===== src/rtl/key_segment_io.sv =====
// Board I/O front end: 4x4 keypad scanner with frame-based debounce feeding a
// 16-bit key-entry shift register, plus an 8-digit multiplexed 7-segment driver.
module key_segment_io #(
  parameter int SCAN_DIV   = 50000,
  parameter int DEB_FRAMES = 4,
  parameter int DISP_DIV   = 50000
) (
  input  logic        clk,
  input  logic        clr,
  input  logic [3:0]  KEY_R,
  output logic [3:0]  KEY_C,
  output logic [15:0] out,
  output logic [2:0]  press_times,
  output logic        key_valid,
  input  logic [31:0] N,
  output logic [7:0]  seg,
  output logic [2:0]  sel
);

  localparam int SCAN_W = (SCAN_DIV > 1) ? $clog2(SCAN_DIV) : 1;
  localparam int DISP_W = (DISP_DIV > 1) ? $clog2(DISP_DIV) : 1;
  localparam int DEB_W  = $clog2(DEB_FRAMES + 1);

  localparam logic [SCAN_W-1:0] SCAN_LAST = SCAN_W'(SCAN_DIV - 1);
  localparam logic [DISP_W-1:0] DISP_LAST = DISP_W'(DISP_DIV - 1);
  localparam logic [DEB_W-1:0]  DEB_FULL  = DEB_W'(DEB_FRAMES);
  localparam logic [DEB_W-1:0]  DEB_ONE   = DEB_W'(1);

  // Frame keys carry a fifth bit so NONE (16) orders above every real code,
  // which lets "lowest pressed code wins" be a plain magnitude compare.
  localparam logic [4:0] KEY_NONE = 5'h10;

  typedef enum logic {ST_IDLE, ST_HELD} press_state_t;

  logic [SCAN_W-1:0] r_scan_cnt;
  logic [1:0]        r_col;
  logic [4:0]        r_frame_acc;
  logic [4:0]        r_prev_key;
  logic [DEB_W-1:0]  r_stable_cnt;
  press_state_t      r_state;
  logic [15:0]       r_out;
  logic [2:0]        r_press_times;
  logic              r_key_valid;
  logic [DISP_W-1:0] r_ref_cnt;
  logic [2:0]        r_sel;
  logic [7:0]        r_seg;

  logic              w_sample;
  logic              w_frame_end;
  logic              w_stable_full;
  logic [4:0]        w_col_code;
  logic [4:0]        w_frame_key;
  logic [2:0]        w_next_sel;
  logic [3:0]        w_digit;

  function automatic logic [7:0] hex_font(input logic [3:0] v);
    logic [7:0] p;
    case (v)
      4'h0: p = 8'h3F;
      4'h1: p = 8'h06;
      4'h2: p = 8'h5B;
      4'h3: p = 8'h4F;
      4'h4: p = 8'h66;
      4'h5: p = 8'h6D;
      4'h6: p = 8'h7D;
      4'h7: p = 8'h07;
      4'h8: p = 8'h7F;
      4'h9: p = 8'h6F;
      4'hA: p = 8'h77;
      4'hB: p = 8'h7C;
      4'hC: p = 8'h39;
      4'hD: p = 8'h5E;
      4'hE: p = 8'h79;
      default: p = 8'h71;
    endcase
    return p;
  endfunction

  assign w_sample      = (r_scan_cnt == SCAN_LAST);
  assign w_frame_end   = w_sample && (r_col == 2'd0);
  assign w_stable_full = (r_stable_cnt == DEB_FULL);

  // NOTE: every variable written in always_comb gets a default first, so no
  // path through the block leaves it holding state (no latch inferred).
  always_comb begin
    w_col_code = KEY_NONE;
    // Scan high row to low so the lowest pressed row is the last one written.
    for (int r = 3; r >= 0; r--) begin
      if (!KEY_R[r]) w_col_code = {1'b0, 2'(r), r_col};
    end
    w_frame_key = (w_col_code < r_frame_acc) ? w_col_code : r_frame_acc;
  end

  // NOTE: sequential state uses non-blocking assignments only, so every
  // register samples pre-edge values regardless of block ordering.
  always_ff @(posedge clk) begin
    if (!clr) begin
      r_scan_cnt   <= '0;
      r_col        <= 2'd3;
      r_frame_acc  <= KEY_NONE;
      r_prev_key   <= KEY_NONE;
      r_stable_cnt <= '0;
    end else if (w_sample) begin
      r_scan_cnt <= '0;
      r_col      <= r_col - 2'd1;
      if (w_frame_end) begin
        r_frame_acc <= KEY_NONE;
        r_prev_key  <= w_frame_key;
        if (w_frame_key != r_prev_key) r_stable_cnt <= DEB_ONE;
        else if (!w_stable_full)       r_stable_cnt <= r_stable_cnt + DEB_ONE;
      end else begin
        r_frame_acc <= w_frame_key;
      end
    end else begin
      r_scan_cnt <= r_scan_cnt + SCAN_W'(1);
    end
  end

  // Press FSM acts one cycle after the frame that made the count saturate.
  always_ff @(posedge clk) begin
    if (!clr) begin
      r_state       <= ST_IDLE;
      r_out         <= '0;
      r_press_times <= '0;
      r_key_valid   <= 1'b0;
    end else begin
      r_key_valid <= 1'b0;
      case (r_state)
        ST_IDLE: begin
          if (w_stable_full && (r_prev_key != KEY_NONE)) begin
            r_state       <= ST_HELD;
            r_out         <= {r_out[11:0], r_prev_key[3:0]};
            r_press_times <= r_press_times + 3'd1;
            r_key_valid   <= 1'b1;
          end
        end
        ST_HELD: begin
          if (w_stable_full && (r_prev_key == KEY_NONE)) r_state <= ST_IDLE;
        end
        default: r_state <= ST_IDLE;
      endcase
    end
  end

  assign w_next_sel = r_sel + 3'd1;
  assign w_digit    = N[{w_next_sel, 2'b00} +: 4];

  // sel and seg load together so the pattern always matches the lit digit.
  always_ff @(posedge clk) begin
    if (!clr) begin
      r_ref_cnt <= '0;
      r_sel     <= '0;
      r_seg     <= '0;
    end else if (r_ref_cnt == DISP_LAST) begin
      r_ref_cnt <= '0;
      r_sel     <= w_next_sel;
      r_seg     <= hex_font(w_digit);
    end else begin
      r_ref_cnt <= r_ref_cnt + DISP_W'(1);
    end
  end

  assign KEY_C       = ~(4'b0001 << r_col);
  assign out         = r_out;
  assign press_times = r_press_times;
  assign key_valid   = r_key_valid;
  assign seg         = r_seg;
  assign sel         = r_sel;

endmodule


===== config.mk =====
export PLATFORM = sky130hd
export DESIGN_NAME = key_segment_io
export DESIGN_NICKNAME = d
export VERILOG_FILES = /design/src/rtl/key_segment_io.sv
export SDC_FILE = /design/constraint.sdc
export NUM_CORES = 1
export LEC_CHECK = 0
export ABC_AREA = 1
export BUFFER_PORTS_ARGS = -buffer_cell sky130_fd_sc_hd__clkbuf_2
export CAP_MARGIN = 10
export CORE_ASPECT_RATIO = 0.75
export CORE_UTILIZATION = 55
export CTS_CLUSTER_DIAMETER = 50
export CTS_CLUSTER_SIZE = 30
export DETAILED_ROUTE_END_ITERATION = 6
export GPL_TIMING_DRIVEN = 0
export PLACE_DENSITY = 0.82
export SLEW_MARGIN = 15
export SYNTH_ARGS = -nofsm -noshare
export SYNTH_HDL_FRONTEND = slang
export SYNTH_SLANG_ARGS = --single-unit

===== constraint.sdc =====
create_clock -name clk -period 3 [get_ports clk]
set_input_delay 0.45 -clock clk [delete_from_list [all_inputs] [get_ports clk]]
set_output_delay 0.45 -clock clk [all_outputs]
set_load 0.02 [all_outputs]

==> reports/summary.txt <==
status = complete, no violations
DRC Markers = 0
layout cells sized above 1 = 0.203
Fmax = 379 MHz
CTS H-tree depth = 3
Top FF cell, synth = dfxtp_1
worst skew pair latency = 0.36 ns
Int Pwr = 1.50 mW
WL final = 9210 microns
FF-to-FF End = seg[3]
R2R Setup Slk = 0.36 ns
arrival time at the worst endpoint = 2.91 ns
sequential fraction of the synthesis area = 0.386
DR pass1 iterations = 5
Setup crit end kind = flip-flop
switching share of power = 0.240
Initial Utilization = 0.581
row count = 26
Comb pwr share = 0.067
cts hold-fix bufs = 0
Antenna diodes = 0
setup TNS = 0 ns
vias in the first global route = 3734
RePlAce Congestion = 0.851
Syn Area/Cell = 7.16 sq um
Buffers on Ports = 70
Hold Fails Final Rpt = 0
global route overflow = 0
CTS max path bufs = 2
Final nets = 705
# fillers = 622
pre-CTS setup slack = 0.217 ns
Worst Setup Path Type = flip-flop to flip-flop
clock share of power = 0.403
worst reg-to-reg path cell count = 13
worst-path maximum fanout = 10
Mapped Area = 4050 sq um
final setup violating endpoints = 0
Pins Over Slew Limit = 0
reg2reg start = sel[0]
first-pass GRT wire length = 15600 microns
post-synthesis cell count = 565
ys async rst share = 0
worst slew pin tran = 0.520 ns
Worst slew margin = 0.652
Yosys warnings = 0
pin count of the biggest net entering global routing = 14
Max Cap Viol = 0
hold_sp = clr
Critical Path RT = 3.27 ns
CTS sink cnt = 78
Post-CTS Resized = 0
Leak = 2.14 nW
Die Y = 76.3 microns
Placed Instances = 733
power per cell area = 418 nW/um^2
Distinct cells, synth = 46
syn_nets = 624
vias per inst = 5.24
DRT antenna net count = 0
skew final = 0.00789 ns
Final Cycle Share = 0.880
# IOs = 73
post-route insts no fill = 749
CTS buffer count = 9
final worst slack = 0.360 ns
hold depth = 3
setup bufs post-CTS = 0
EDFF count, synth = 0
Die ar. = 7710 sq um
Syn-to-layout area delta = 16.6%
Total GRT Usage = 0.255
hold-critical path endpoint = press_times[0]
drt first-iter violations = 180
clock-pin slew on the worst setup and hold paths = 0.08 ns
vias after detailed routing = 3923
min Tclk post-route = 2.64 ns
Switch Pwr = 474 uW
CP Launch Type = flip-flop
HP Class = primary input to flip-flop
Seq pwr share = 0.530
WL/cell = 12.3 microns
Std-Cell Core Area = 6960 sq um
TritonCTS clock tree = yes
die width = 101 microns
Peak VDD IR = 0.278 mV
Root Driver = clkbuf_8
Synth Register Bits = 78
HPWL Detailed = 6960 microns
RSZ-0062 raised after global routing = false
initial antenna violation count = 0
## metrics by stage
stage          hold slack, ns  total power [mW]   util  area (sq um)
3_3_place_gp            0.428              1.19  0.649          4520
6_report                0.437              1.97  0.678          4720
4_1_cts                 0.428              1.99  0.678          4720
5_1_grt                 0.442              2.05  0.678          4720
3_5_place_dp            0.441              1.20  0.649          4520
2_1_floorplan           0.418              1.15      -          4050
## Yosys cell counts, types with 2 or more instances
cell type  number  area [sq um]
nor4_2          2          25.0
nor2_1         74           278
nor4_1          3          18.8
nor3b_1         2          15.0
inv_2           7          26.3
a211oi_1        2          15.0
inv_1          76           285
o22ai_1         4          25.0
a32o_1          4          40.0
nand3b_1        2          15.0
dfxtp_1        78          1560
o211ai_1        4          30.0
a21oi_1        38           190
nand4_1         7          43.8
nand3_1        31           155
o21ai_2         2          17.5
nand2_1        81           304
nor3_1          7          35.0
xor2_1          3          26.3
clkinv_1        3          11.3
o21ai_1         6          30.0
buf_2           6          30.0
o21ai_0        54           270
nand2_4         2          22.5
nor2_2          7          43.8
buf_4           3          22.5
nor3_2          3          30.0
nand2_2        11          68.8
a31oi_1         4          25.0
ha_1           21           263
clkbuf_1        3          11.3
## cells in the final DEF, fill, tap and decap left out, drive strengths merged, types with 7 or more instances in the layout
cell / Yosys / layout
a21oi: 38 / 38
dfxtp: 78 / 78
o21ai: 62 / 62
nor3: 10 / 10
clkbuf: 3 / 84
buf: 10 / 10
nand2: 94 / 94
inv: 83 / 83
nor2: 82 / 82
nand4: 7 / 7
ha: 21 / 21
nand3: 32 / 32
## worst max-delay path by stage
stage,depth (start not counted),start,to,slack (ns)
floorplan,13,sel[1],seg[3],0.54
global placement,13,sel[0],seg[3],0.29
detailed placement,15,sel[0],seg[0],0.22
CTS,15,sel[0],seg[0],0.19
global route,15,sel[0],seg[0],0.005
finish,13,sel[0],seg[3],0.36
## power by group through the flow
stage	Clock, mW	Sequential, mW	Combinational, mW
2_1_floorplan	0	1.07	0.0845
3_3_place_gp	0	1.07	0.125
3_5_place_dp	0	1.07	0.130
4_1_cts	0.809	1.05	0.132
5_1_grt	0.853	1.05	0.149
6_report	0.795	1.05	0.133
## layer usage
layer,GRT usage,part of all wire
met3,0.0651,0.050
met1,0.308,0.46
met4,0.110,0.018
met2,0.426,0.47
met5,0,0
## kinds of logic after synthesis
family	count (synthesis)	synth area share
simple gates	236	0.269
compound gates	125	0.173
buf+inv	100	0.0977
flops	78	0.386
fa+ha+maj	21	0.0649
xor+xnor	4	0.00866
other cells	1	0.000927
## flip-flops by register name, indices dropped and copies added (netlist names), named ones only
| signal | count |
|---|---|
| sel | 3 |
| key_valid | 1 |
| r_prev_key | 5 |
| press_times | 3 |
| r_frame_acc | 5 |
| out | 16 |
| r_stable_cnt | 3 |
| r_scan_cnt | 16 |
| seg | 7 |
| r_ref_cnt | 16 |
| r_col | 2 |
## area by class of cell
cell class,instances,area (sq um),share of cell area
tap,98,123,0.0260
buffer,13,67.6,0.0143
clock inverter,5,58.8,0.0125
sequential,78,1560,0.331
timing repair buffer,70,350,0.0742
clock buffer,11,141,0.0300
multi-input combinational,387,2090,0.443
inverter,87,328,0.0695
## worst max-delay path: stages, from the launching register on
cell and delay (ns):
dfxtp_1 0.34, ha_1 0.41, inv_2 0.09, buf_2 0.20, o21ai_0 0.11, o22ai_1 0.12, inv_1 0.06, o21ai_1 0.31
inv_1 0.17, ha_1 0.31, nand2_1 0.05, nand2_1 0.09, a21oi_1 0.06, o31ai_1 0.24
No activity file was read; power rests on OpenSTA's default activity.
